File: src/rtl/hazard_controller_pkg.sv
// ---------------------------------------------------------------------------
// hazard_controller_pkg
// Shared constants for the pipeline hazard controller: the controller state
// encoding and the default parameter values used by the top level.
// ---------------------------------------------------------------------------
package hazard_controller_pkg;

    // Controller states. The encoding is fixed so that external observers
    // (debug taps, formal properties) can rely on it.
    typedef enum logic [1:0] {
        RUN      = 2'd0,
        LD_STALL = 2'd1,
        DIV_WAIT = 2'd2
    } hc_state_e;

    // Default number of DIV_WAIT cycles before div_timeout is raised.
    localparam int DIV_TIMEOUT_DEFAULT    = 64;

    // Default width of the stall/flush performance counters.
    localparam int STALL_CNT_BITS_DEFAULT = 32;

endpackage : hazard_controller_pkg

File: src/rtl/hazard_controller_if.sv
// ---------------------------------------------------------------------------
// hazard_controller_if
// Bundle of the pipeline-facing hazard signals.
//   Hazard requests (pipeline -> controller):
//     hzd_exe_to_id_A, hzd_mem_to_exe_A, hzd_mem_to_exe_B : load-use hazards
//     id_jump          : JAL/JALR in ID redirects the PC
//     exe_branch_taken : branch in EXE resolved taken
//     exe_div_start    : divide/remainder starts in EXE
//     div_done         : divider result valid
//   Pipeline control (controller -> pipeline):
//     if_stall, id_stall, exe_stall, mem_stall : hold PC / pipeline registers
//     id_flush, exe_flush, mem_flush, wb_flush : insert bubbles
// Modports: master = pipeline side, slave = hazard controller.
// ---------------------------------------------------------------------------
interface hazard_controller_if;

    logic hzd_exe_to_id_A;
    logic hzd_mem_to_exe_A;
    logic hzd_mem_to_exe_B;
    logic id_jump;
    logic exe_branch_taken;
    logic exe_div_start;
    logic div_done;

    logic if_stall;
    logic id_stall;
    logic exe_stall;
    logic mem_stall;
    logic id_flush;
    logic exe_flush;
    logic mem_flush;
    logic wb_flush;

    modport master (
        output hzd_exe_to_id_A, hzd_mem_to_exe_A, hzd_mem_to_exe_B,
        output id_jump, exe_branch_taken, exe_div_start, div_done,
        input  if_stall, id_stall, exe_stall, mem_stall,
        input  id_flush, exe_flush, mem_flush, wb_flush
    );

    modport slave (
        input  hzd_exe_to_id_A, hzd_mem_to_exe_A, hzd_mem_to_exe_B,
        input  id_jump, exe_branch_taken, exe_div_start, div_done,
        output if_stall, id_stall, exe_stall, mem_stall,
        output id_flush, exe_flush, mem_flush, wb_flush
    );

endinterface : hazard_controller_if

File: src/rtl/hazard_controller_perf_counter.sv
// ---------------------------------------------------------------------------
// perf_counter
// Free-running event counter that wraps modulo 2^WIDTH.
// Ports:
//   clk   : clock
//   rst   : synchronous active-high reset, clears the count
//   inc   : count one event this cycle
//   count : current count
// ---------------------------------------------------------------------------
module perf_counter #(
    parameter int WIDTH = 32
) (
    input  logic             clk,
    input  logic             rst,
    input  logic             inc,
    output logic [WIDTH-1:0] count
);

    logic [WIDTH-1:0] count_q;
    logic [WIDTH-1:0] count_d;

    // Natural binary overflow gives the required wrap-around.
    always_comb begin
        count_d = count_q;
        if (inc) begin
            count_d = count_q + 1'b1;
        end
    end

    always_ff @(posedge clk) begin
        if (rst) begin
            count_q <= '0;
        end else begin
            count_q <= count_d;
        end
    end

    assign count = count_q;

endmodule : perf_counter

File: src/rtl/hazard_controller.sv
// ---------------------------------------------------------------------------
// hazard_controller
// Stall/flush controller for a 5-stage pipeline: load-use stalls, multi-cycle
// divide waits, and branch/jump redirect flushes.
// Ports:
//   clk, rst     : clock, synchronous active-high reset
//   hif (slave)  : hazard requests in, stall/flush controls out
//   div_timeout  : sticky, divider stayed in DIV_WAIT for DIV_TIMEOUT cycles
//   stall_count  : cycles with if_stall set (wraps)
//   flush_count  : cycles with id_flush or exe_flush set (wraps)
// All stall/flush outputs are combinational from state and inputs.
// ---------------------------------------------------------------------------
module hazard_controller
    import hazard_controller_pkg::*;
#(
    parameter int STALL_CNT_BITS = STALL_CNT_BITS_DEFAULT,
    parameter int DIV_TIMEOUT    = DIV_TIMEOUT_DEFAULT
) (
    input  logic                      clk,
    input  logic                      rst,
    hazard_controller_if.slave        hif,
    output logic                      div_timeout,
    output logic [STALL_CNT_BITS-1:0] stall_count,
    output logic [STALL_CNT_BITS-1:0] flush_count
);

    localparam int                   DIV_CNT_W = $clog2(DIV_TIMEOUT + 1);
    localparam logic [DIV_CNT_W-1:0] DIV_LIMIT = DIV_CNT_W'(DIV_TIMEOUT);

    hc_state_e            state_q;
    hc_state_e            state_d;
    logic [DIV_CNT_W-1:0] div_cnt_q;
    logic [DIV_CNT_W-1:0] div_cnt_d;
    logic                 div_timeout_q;
    logic                 div_timeout_d;

    logic if_stall;
    logic id_stall;
    logic exe_stall;
    logic id_flush;
    logic exe_flush;
    logic mem_flush;
    logic wb_flush;

    // ------------------------------------------------------------------
    // Next state and stall/flush decode
    // ------------------------------------------------------------------
    always_comb begin
        state_d   = state_q;
        if_stall  = 1'b0;
        id_stall  = 1'b0;
        exe_stall = 1'b0;
        id_flush  = 1'b0;
        exe_flush = 1'b0;
        mem_flush = 1'b0;
        wb_flush  = 1'b0;

        if (rst) begin
            // Bubble every stage while in reset; nothing is held.
            id_flush  = 1'b1;
            exe_flush = 1'b1;
            mem_flush = 1'b1;
            wb_flush  = 1'b1;
            state_d   = RUN;
        end else begin
            case (state_q)
                RUN: begin
                    if (hif.hzd_mem_to_exe_A || hif.hzd_mem_to_exe_B) begin
                        // Consumer in EXE: hold IF..EXE, bubble into MEM.
                        if_stall  = 1'b1;
                        id_stall  = 1'b1;
                        exe_stall = 1'b1;
                        mem_flush = 1'b1;
                        state_d   = LD_STALL;
                    end else if (hif.hzd_exe_to_id_A) begin
                        // Consumer in ID: hold IF/ID, bubble into EXE.
                        if_stall  = 1'b1;
                        id_stall  = 1'b1;
                        exe_flush = 1'b1;
                        state_d   = LD_STALL;
                    end else if (hif.exe_div_start && !hif.div_done) begin
                        state_d = DIV_WAIT;
                    end
                end
                LD_STALL: begin
                    // The load has now reached the forwarding point, so the
                    // hazard flags are stale for one cycle and are ignored.
                    state_d = RUN;
                end
                DIV_WAIT: begin
                    if (hif.div_done) begin
                        state_d = RUN;
                    end else begin
                        if_stall  = 1'b1;
                        id_stall  = 1'b1;
                        exe_stall = 1'b1;
                        mem_flush = 1'b1;
                    end
                end
                default: begin
                    state_d = RUN;
                end
            endcase

            // Redirect flushes. A stalled branch stays in EXE with its flag
            // still raised, so the flush happens on its first free cycle.
            // A taken branch also covers any jump in ID.
            if (hif.exe_branch_taken) begin
                if (!exe_stall) begin
                    id_flush  = 1'b1;
                    exe_flush = 1'b1;
                end
            end else if (hif.id_jump && !id_stall) begin
                id_flush = 1'b1;
            end
        end
    end

    // ------------------------------------------------------------------
    // Divide watchdog: counts DIV_WAIT cycles including the current one,
    // saturating at DIV_LIMIT. The flag only reports; it never forces an
    // exit from DIV_WAIT.
    // ------------------------------------------------------------------
    always_comb begin
        div_cnt_d     = '0;
        div_timeout_d = div_timeout_q;
        if (state_d == DIV_WAIT) begin
            div_cnt_d = div_cnt_q;
            if (div_cnt_q != DIV_LIMIT) begin
                div_cnt_d = div_cnt_q + 1'b1;
            end
        end
        if (div_cnt_d == DIV_LIMIT) begin
            div_timeout_d = 1'b1;
        end
    end

    always_ff @(posedge clk) begin
        if (rst) begin
            state_q       <= RUN;
            div_cnt_q     <= '0;
            div_timeout_q <= 1'b0;
        end else begin
            state_q       <= state_d;
            div_cnt_q     <= div_cnt_d;
            div_timeout_q <= div_timeout_d;
        end
    end

    // ------------------------------------------------------------------
    // Performance counters: index 0 = stall cycles, 1 = flush cycles.
    // ------------------------------------------------------------------
    logic [1:0]                cnt_inc;
    logic [STALL_CNT_BITS-1:0] cnt_val [2];

    assign cnt_inc[0] = if_stall;
    assign cnt_inc[1] = id_flush | exe_flush;

    generate
        for (genvar gi = 0; gi < 2; gi++) begin : g_perf
            perf_counter #(
                .WIDTH (STALL_CNT_BITS)
            ) u_perf_counter (
                .clk   (clk),
                .rst   (rst),
                .inc   (cnt_inc[gi]),
                .count (cnt_val[gi])
            );
        end
    endgenerate

    assign stall_count = cnt_val[0];
    assign flush_count = cnt_val[1];
    assign div_timeout = div_timeout_q;

    // Outputs to the pipeline. mem_stall is reserved for a future
    // multi-cycle data memory and is never raised today.
    assign hif.if_stall  = if_stall;
    assign hif.id_stall  = id_stall;
    assign hif.exe_stall = exe_stall;
    assign hif.mem_stall = 1'b0;
    assign hif.id_flush  = id_flush;
    assign hif.exe_flush = exe_flush;
    assign hif.mem_flush = mem_flush;
    assign hif.wb_flush  = wb_flush;

endmodule : hazard_controller

File: src/flat_wrapper.sv
// flat-port wrapper written by rule: the top's interface ports become plain ports
module hazard_controller_flat import hazard_controller_pkg::*;
#(
    parameter int STALL_CNT_BITS = STALL_CNT_BITS_DEFAULT,
    parameter int DIV_TIMEOUT    = DIV_TIMEOUT_DEFAULT
)
  (clk, rst, div_timeout, stall_count, flush_count, hif_hzd_exe_to_id_A, hif_hzd_mem_to_exe_A, hif_hzd_mem_to_exe_B, hif_id_jump, hif_exe_branch_taken, hif_exe_div_start, hif_div_done, hif_if_stall, hif_id_stall, hif_exe_stall, hif_mem_stall, hif_id_flush, hif_exe_flush, hif_mem_flush, hif_wb_flush);
  hazard_controller_if hif_i ();
  input  logic clk;
  input  logic rst;
  output logic div_timeout;
  output logic [STALL_CNT_BITS-1:0] stall_count;
  output logic [STALL_CNT_BITS-1:0] flush_count;
  input wire logic [$bits(hif_i.hzd_exe_to_id_A)-1:0] hif_hzd_exe_to_id_A;
  input wire logic [$bits(hif_i.hzd_mem_to_exe_A)-1:0] hif_hzd_mem_to_exe_A;
  input wire logic [$bits(hif_i.hzd_mem_to_exe_B)-1:0] hif_hzd_mem_to_exe_B;
  input wire logic [$bits(hif_i.id_jump)-1:0] hif_id_jump;
  input wire logic [$bits(hif_i.exe_branch_taken)-1:0] hif_exe_branch_taken;
  input wire logic [$bits(hif_i.exe_div_start)-1:0] hif_exe_div_start;
  input wire logic [$bits(hif_i.div_done)-1:0] hif_div_done;
  output wire logic [$bits(hif_i.if_stall)-1:0] hif_if_stall;
  output wire logic [$bits(hif_i.id_stall)-1:0] hif_id_stall;
  output wire logic [$bits(hif_i.exe_stall)-1:0] hif_exe_stall;
  output wire logic [$bits(hif_i.mem_stall)-1:0] hif_mem_stall;
  output wire logic [$bits(hif_i.id_flush)-1:0] hif_id_flush;
  output wire logic [$bits(hif_i.exe_flush)-1:0] hif_exe_flush;
  output wire logic [$bits(hif_i.mem_flush)-1:0] hif_mem_flush;
  output wire logic [$bits(hif_i.wb_flush)-1:0] hif_wb_flush;
  assign hif_i.hzd_exe_to_id_A = hif_hzd_exe_to_id_A;
  assign hif_i.hzd_mem_to_exe_A = hif_hzd_mem_to_exe_A;
  assign hif_i.hzd_mem_to_exe_B = hif_hzd_mem_to_exe_B;
  assign hif_i.id_jump = hif_id_jump;
  assign hif_i.exe_branch_taken = hif_exe_branch_taken;
  assign hif_i.exe_div_start = hif_exe_div_start;
  assign hif_i.div_done = hif_div_done;
  assign hif_if_stall = hif_i.if_stall;
  assign hif_id_stall = hif_i.id_stall;
  assign hif_exe_stall = hif_i.exe_stall;
  assign hif_mem_stall = hif_i.mem_stall;
  assign hif_id_flush = hif_i.id_flush;
  assign hif_exe_flush = hif_i.exe_flush;
  assign hif_mem_flush = hif_i.mem_flush;
  assign hif_wb_flush = hif_i.wb_flush;
  hazard_controller #(.STALL_CNT_BITS(STALL_CNT_BITS), .DIV_TIMEOUT(DIV_TIMEOUT)) u_core (.clk(clk), .rst(rst), .hif(hif_i), .div_timeout(div_timeout), .stall_count(stall_count), .flush_count(flush_count));
endmodule
File: config.mk
export PLATFORM = sky130hd
export DESIGN_NAME = hazard_controller_flat
export DESIGN_NICKNAME = d
export VERILOG_FILES = /design/src/rtl/hazard_controller_pkg.sv /design/src/rtl/hazard_controller_if.sv /design/src/rtl/hazard_controller_perf_counter.sv /design/src/rtl/hazard_controller.sv /design/src/flat_wrapper.sv
export SDC_FILE = /design/constraint.sdc
export NUM_CORES = 1
export LEC_CHECK = 0
export CAP_MARGIN = 10
export CORE_MARGIN = 5
export CORE_UTILIZATION = 54
export CTS_CLUSTER_SIZE = 10
export DETAILED_ROUTE_END_ITERATION = 10
export GPL_TIMING_DRIVEN = 0
export PLACE_DENSITY = 0.86
export SKIP_CTS_REPAIR_TIMING = 1
export SYNTH_ARGS = -nofsm -noshare
export SYNTH_HDL_FRONTEND = slang
export SYNTH_SLANG_ARGS = --single-unit
File: constraint.sdc
create_clock -name clk -period 4.5 [get_ports clk]
set_input_delay 0.675 -clock clk [delete_from_list [all_inputs] [get_ports clk]]
set_output_delay 0.675 -clock clk [all_outputs]
set_load 0.1 [all_outputs]
==> summary by stage <==
Place
The placed wire-length estimate after detailed placement is 7.11 mm. The weighted congestion reported at the end of routability-driven placement is 0.855. The cell count after placement is 594. The count of buffers from port buffering is 79.

Logic synthesis
The most used flip-flop cell after synthesis is sky130_fd_sc_hd__dfxtp_1. The number of nets in the synthesized netlist is 448. The fraction of the yosys area taken by sequential cells is 0.405. The total standard cell area after synthesis is 0.00366 mm2. Counting every instance in the synthesized netlist gives 435.

Counting flops with a built-in enable in the synthesized netlist gives 0. The share of synthesized registers carrying an async set or reset is 0. The synthesized design contains 74 register bits. Synthesis instantiated 46 different standard cells from the library.

The warning count from the yosys run is 0. The mean post-synth cell area is 8.42 um2.

Hold path
The class of the most critical hold timing path is flop to flop. In this run the most critical hold path is launched from u_core.div_timeout.

Timing
The number of slew-limit violations in the final report is 0. The worst slew slack as a fraction of its limit is 0.327. Setup repair after global routing left no endpoint under its margin. The hold violation total from the final report is 0. Setup violations remaining at the end of the flow were counted as 0. The highest clock frequency the design can meet is 251 MHz. The final period demand of the worst path is 3.98 ns.

Summed over all failing endpoints, the final setup total negative slack is 0 ns. At the pin with the least slew margin, the transition time is 1.01 ns. In the finished design, the share of the clock period the worst path needs comes to 0.884.

Clock skew on the completed layout was measured at 0.00602 ns.

Detailed routing
The per-cell via count in the routed design is 5.95. The post-route DRC violation count is 0. After detailed routing, the average wire length per cell comes to 16.1 um. The total wirelength of the detailed-routed design is 9.79 mm. The iteration count of the initial detailed-routing pass is 5.

The routed via count is 3,628. The number of DRC markers after the initial detailed-route iteration is 193. The number of routed nets with antenna violations is 0.

Cells and area
The number of antenna diodes in the final layout is 0. In the final layout, the share of cells above drive strength 1 is 0.0528. Relative to the synthesized area, the layout overhead comes to 29.2%. In the final design database the tool counted 538 nets. The final-layout fill cell count is 548. At the end of the flow the core is filled with cells to 0.708. The count of non-filler cells in the finished layout is 610.

CTS
The later pin in the worst-skew pair is clocked with a latency of 0.36 ns. The CTS sink count is 74. The CTS root buffer is sky130_fd_sc_hd__clkbuf_8. The maximum clock insertion buffer count is 2. The clock tree from TritonCTS is done.

Clock-pin slew was measured on the worst setup and hold paths at 0.07 ns. The number of H-tree levels is 3. Buffers inserted during clock tree synthesis total 9.

Floorplanning
From bottom edge to top edge, the die measures 92.4 um. From left edge to right edge, the die measures 92.4 um. The overall die area is 0.00853 mm2. The floorplan has 30 rows. The count of boundary I/O pins is 82. The region available for standard cell placement spans 0.00668 mm2. The initial core utilization is 0.548.

Worst setup path
Among all stages on the critical path, the largest delay is contributed by sky130_fd_sc_hd__clkdlybuf4s50_1. Traced cell by cell, the critical path runs through clkdlybuf4s50_1 -> nor4_4 -> o21ai_2 -> clkbuf_1 -> nand3b_1 -> clkdlybuf4s50_1. The worst-path maximum fanout is 10. The type of origin of the critical path is a primary input.

The worst setup path startpoint is hif_hzd_mem_to_exe_B. The type of destination of the critical path is an output port. The startpoint of the lowest-slack register-to-register path is u_core.state_q[1]. The path type of the worst setup path is primary input to output port. The required time at the worst-slack endpoint is 3.83 ns. The setup check on the worst reg-to-reg path leaves a slack of 2.12 ns.

For this run, the slowest stage of the critical path takes 1.14 ns. The arrival time of the worst setup path is 3.30 ns. The library cell appearing most often on the critical path is sky130_fd_sc_hd__clkdlybuf4s50_1.

Global routing
The number of global-route vias before repair is 3,547. The first-pass GRT wire length is 16.6 mm. The leftover overflow at the end of global routing is 0. Entering global routing, the biggest net connects 12 pins.

The initial antenna violation count is 0. The global-route usage over all layers is 0.237.

Power
In this run the power density over the cells is 288 mW/mm2. The worst-case IR drop observed on VDD is 0.000214 V. The power after layout is 1.36 mW.

Summed over all cells, the static leakage comes to 1.60 nW.

Status
The flow ran to the end, and the final reports show no timing, DRC or antenna violations.

Run
Across the run, the number of max-cap violations was 0.
worst paths after layout:
check                                              end  depth (start not counted)
max                                       hif_id_flush                          6
min                                 u_core.div_timeout                          2
max reg2reg  u_core.g_perf[0].u_perf_counter.count[23]                          7
min reg2reg                         u_core.div_timeout                          2
layer usage:
| metal | up-vias | wire, um | part of all wire | GRT usage |
|---|---|---|---|---|
| met2 | 137 | 4690 | 0.48 | 0.393 |
| met4 | 0 | 170 | 0.017 | 0.0903 |
| li1 | 1746 | - | - | - |
| met5 | - | 0 | 0 | 0 |
| met3 | 20 | 625 | 0.064 | 0.0487 |
| met1 | 1725 | 4300 | 0.44 | 0.304 |
cells in the mapped netlist (2+ instances only):
cell type                  number  area [um2]
sky130_fd_sc_hd__o21ai_0       11        55.1
sky130_fd_sc_hd__nor3b_1        3        22.5
sky130_fd_sc_hd__o31ai_1        8        60.1
sky130_fd_sc_hd__dfxtp_1       74        1480
sky130_fd_sc_hd__buf_2          3        15.0
sky130_fd_sc_hd__and2_1         7        43.8
sky130_fd_sc_hd__and3_1        11        68.8
sky130_fd_sc_hd__nand4_1       22         138
sky130_fd_sc_hd__xor2_1        30         263
sky130_fd_sc_hd__a31oi_1       10        62.6
sky130_fd_sc_hd__nor4_1         3        18.8
sky130_fd_sc_hd__nor3_1         6        30.0
sky130_fd_sc_hd__clkbuf_1      20        75.1
sky130_fd_sc_hd__a311oi_1       2        17.5
sky130_fd_sc_hd__a21oi_1       25         125
sky130_fd_sc_hd__or4_1          9        67.6
sky130_fd_sc_hd__o21ba_2        2        20.0
sky130_fd_sc_hd__buf_6          2        22.5
sky130_fd_sc_hd__nand2_1       24        90.1
sky130_fd_sc_hd__ha_1           4        50.1
sky130_fd_sc_hd__and4_1        15         131
sky130_fd_sc_hd__o41ai_1        3        26.3
sky130_fd_sc_hd__or3_1          8        50.1
sky130_fd_sc_hd__nor2_1        54         203
sky130_fd_sc_hd__nand3_1       27         135
sky130_fd_sc_hd__buf_4          4        30.0
sky130_fd_sc_hd__nand4b_1       3        26.3
sky130_fd_sc_hd__xnor2_1       15         131
sky130_fd_sc_hd__a31o_2         2        17.5
sky130_fd_sc_hd__inv_1         10        37.5
sky130_fd_sc_hd__nand3b_1       3        22.5
registers in the layout (all words and copies together), names as in the netlist:
register	count
u_core.state_q	2
u_core.div_timeout	1
u_core.g_perf.u_perf_counter.count	64
u_core.div_cnt_q	7
cells in the final DEF, fill, tap and decap left out, types with 8 or more instances in the layout:
| cell | count |
|---|---|
| sky130_fd_sc_hd__clkbuf_8 | 9 |
| sky130_fd_sc_hd__nor2_1 | 54 |
| sky130_fd_sc_hd__a31oi_1 | 10 |
| sky130_fd_sc_hd__inv_1 | 10 |
| sky130_fd_sc_hd__xor2_1 | 30 |
| sky130_fd_sc_hd__or3_1 | 8 |
| sky130_fd_sc_hd__or4_1 | 9 |
| sky130_fd_sc_hd__nand2_1 | 24 |
| sky130_fd_sc_hd__nand4_1 | 22 |
| sky130_fd_sc_hd__o21ai_0 | 11 |
| sky130_fd_sc_hd__and3_1 | 11 |
| sky130_fd_sc_hd__clkbuf_1 | 24 |
| sky130_fd_sc_hd__clkdlybuf4s50_1 | 79 |
| sky130_fd_sc_hd__nand3_1 | 27 |
| sky130_fd_sc_hd__a21oi_1 | 25 |
| sky130_fd_sc_hd__o31ai_1 | 8 |
| sky130_fd_sc_hd__xnor2_1 | 15 |
| sky130_fd_sc_hd__and4_1 | 15 |
| sky130_fd_sc_hd__dfxtp_1 | 74 |
metrics by stage:
| step | cell area (um2) | worst slack [ns] | hold WS, ns |
|---|---|---|---|
| 3_5_place_dp | 4550 | 0.532 | 0.446 |
| 6_report | 4730 | 0.521 | 0.468 |
| 2_1_floorplan | 3660 | 0.0910 | 0.442 |
| 3_3_place_gp | 4550 | 0.555 | 0.449 |
| 4_1_cts | 4730 | 0.534 | 0.471 |
| 5_1_grt | 4730 | 0.414 | 0.504 |
final cells by class:
| class | instances | area [um2] | share of cell area |
|---|---|---|---|
| Clock buffer | 13 | 139 | 0.0293 |
| Tap cell | 80 | 100 | 0.0212 |
| Timing Repair Buffer | 79 | 791 | 0.167 |
| Multi-Input combinational cell | 321 | 2000 | 0.422 |
| Sequential cell | 74 | 1480 | 0.313 |
| Clock inverter | 3 | 40.0 | 0.00846 |
| Buffer | 30 | 146 | 0.0309 |
| Inverter | 10 | 37.5 | 0.00793 |
logic make-up after synthesis:
kind of cell / share of synthesized area
other: 0.00102
muxes: 0.00273
buffers and inverters: 0.0502
and+or+nand+nor: 0.300
DFF: 0.405
adders and majority gates: 0.0137
AOI/OAI and AO/OA: 0.120
xor gates and xnor gates: 0.108
critical path: cells and delay by family:
kind	cells	cell delay (ns)
AOI/OAI and AO/OA	1	0.11
and+or+nand+nor	2	0.65
buffers and inverters	3	1.86
report_power, final:
group          total [mW]  internal, mW  leakage, nW  switching, mW
registers           0.674         0.662        0.597         0.0116
clock network       0.500         0.255       0.0914          0.245
logic               0.190        0.0482        0.908          0.142
total                1.36         0.966         1.60          0.398
Note: power is estimated with default switching activity, not from simulation.
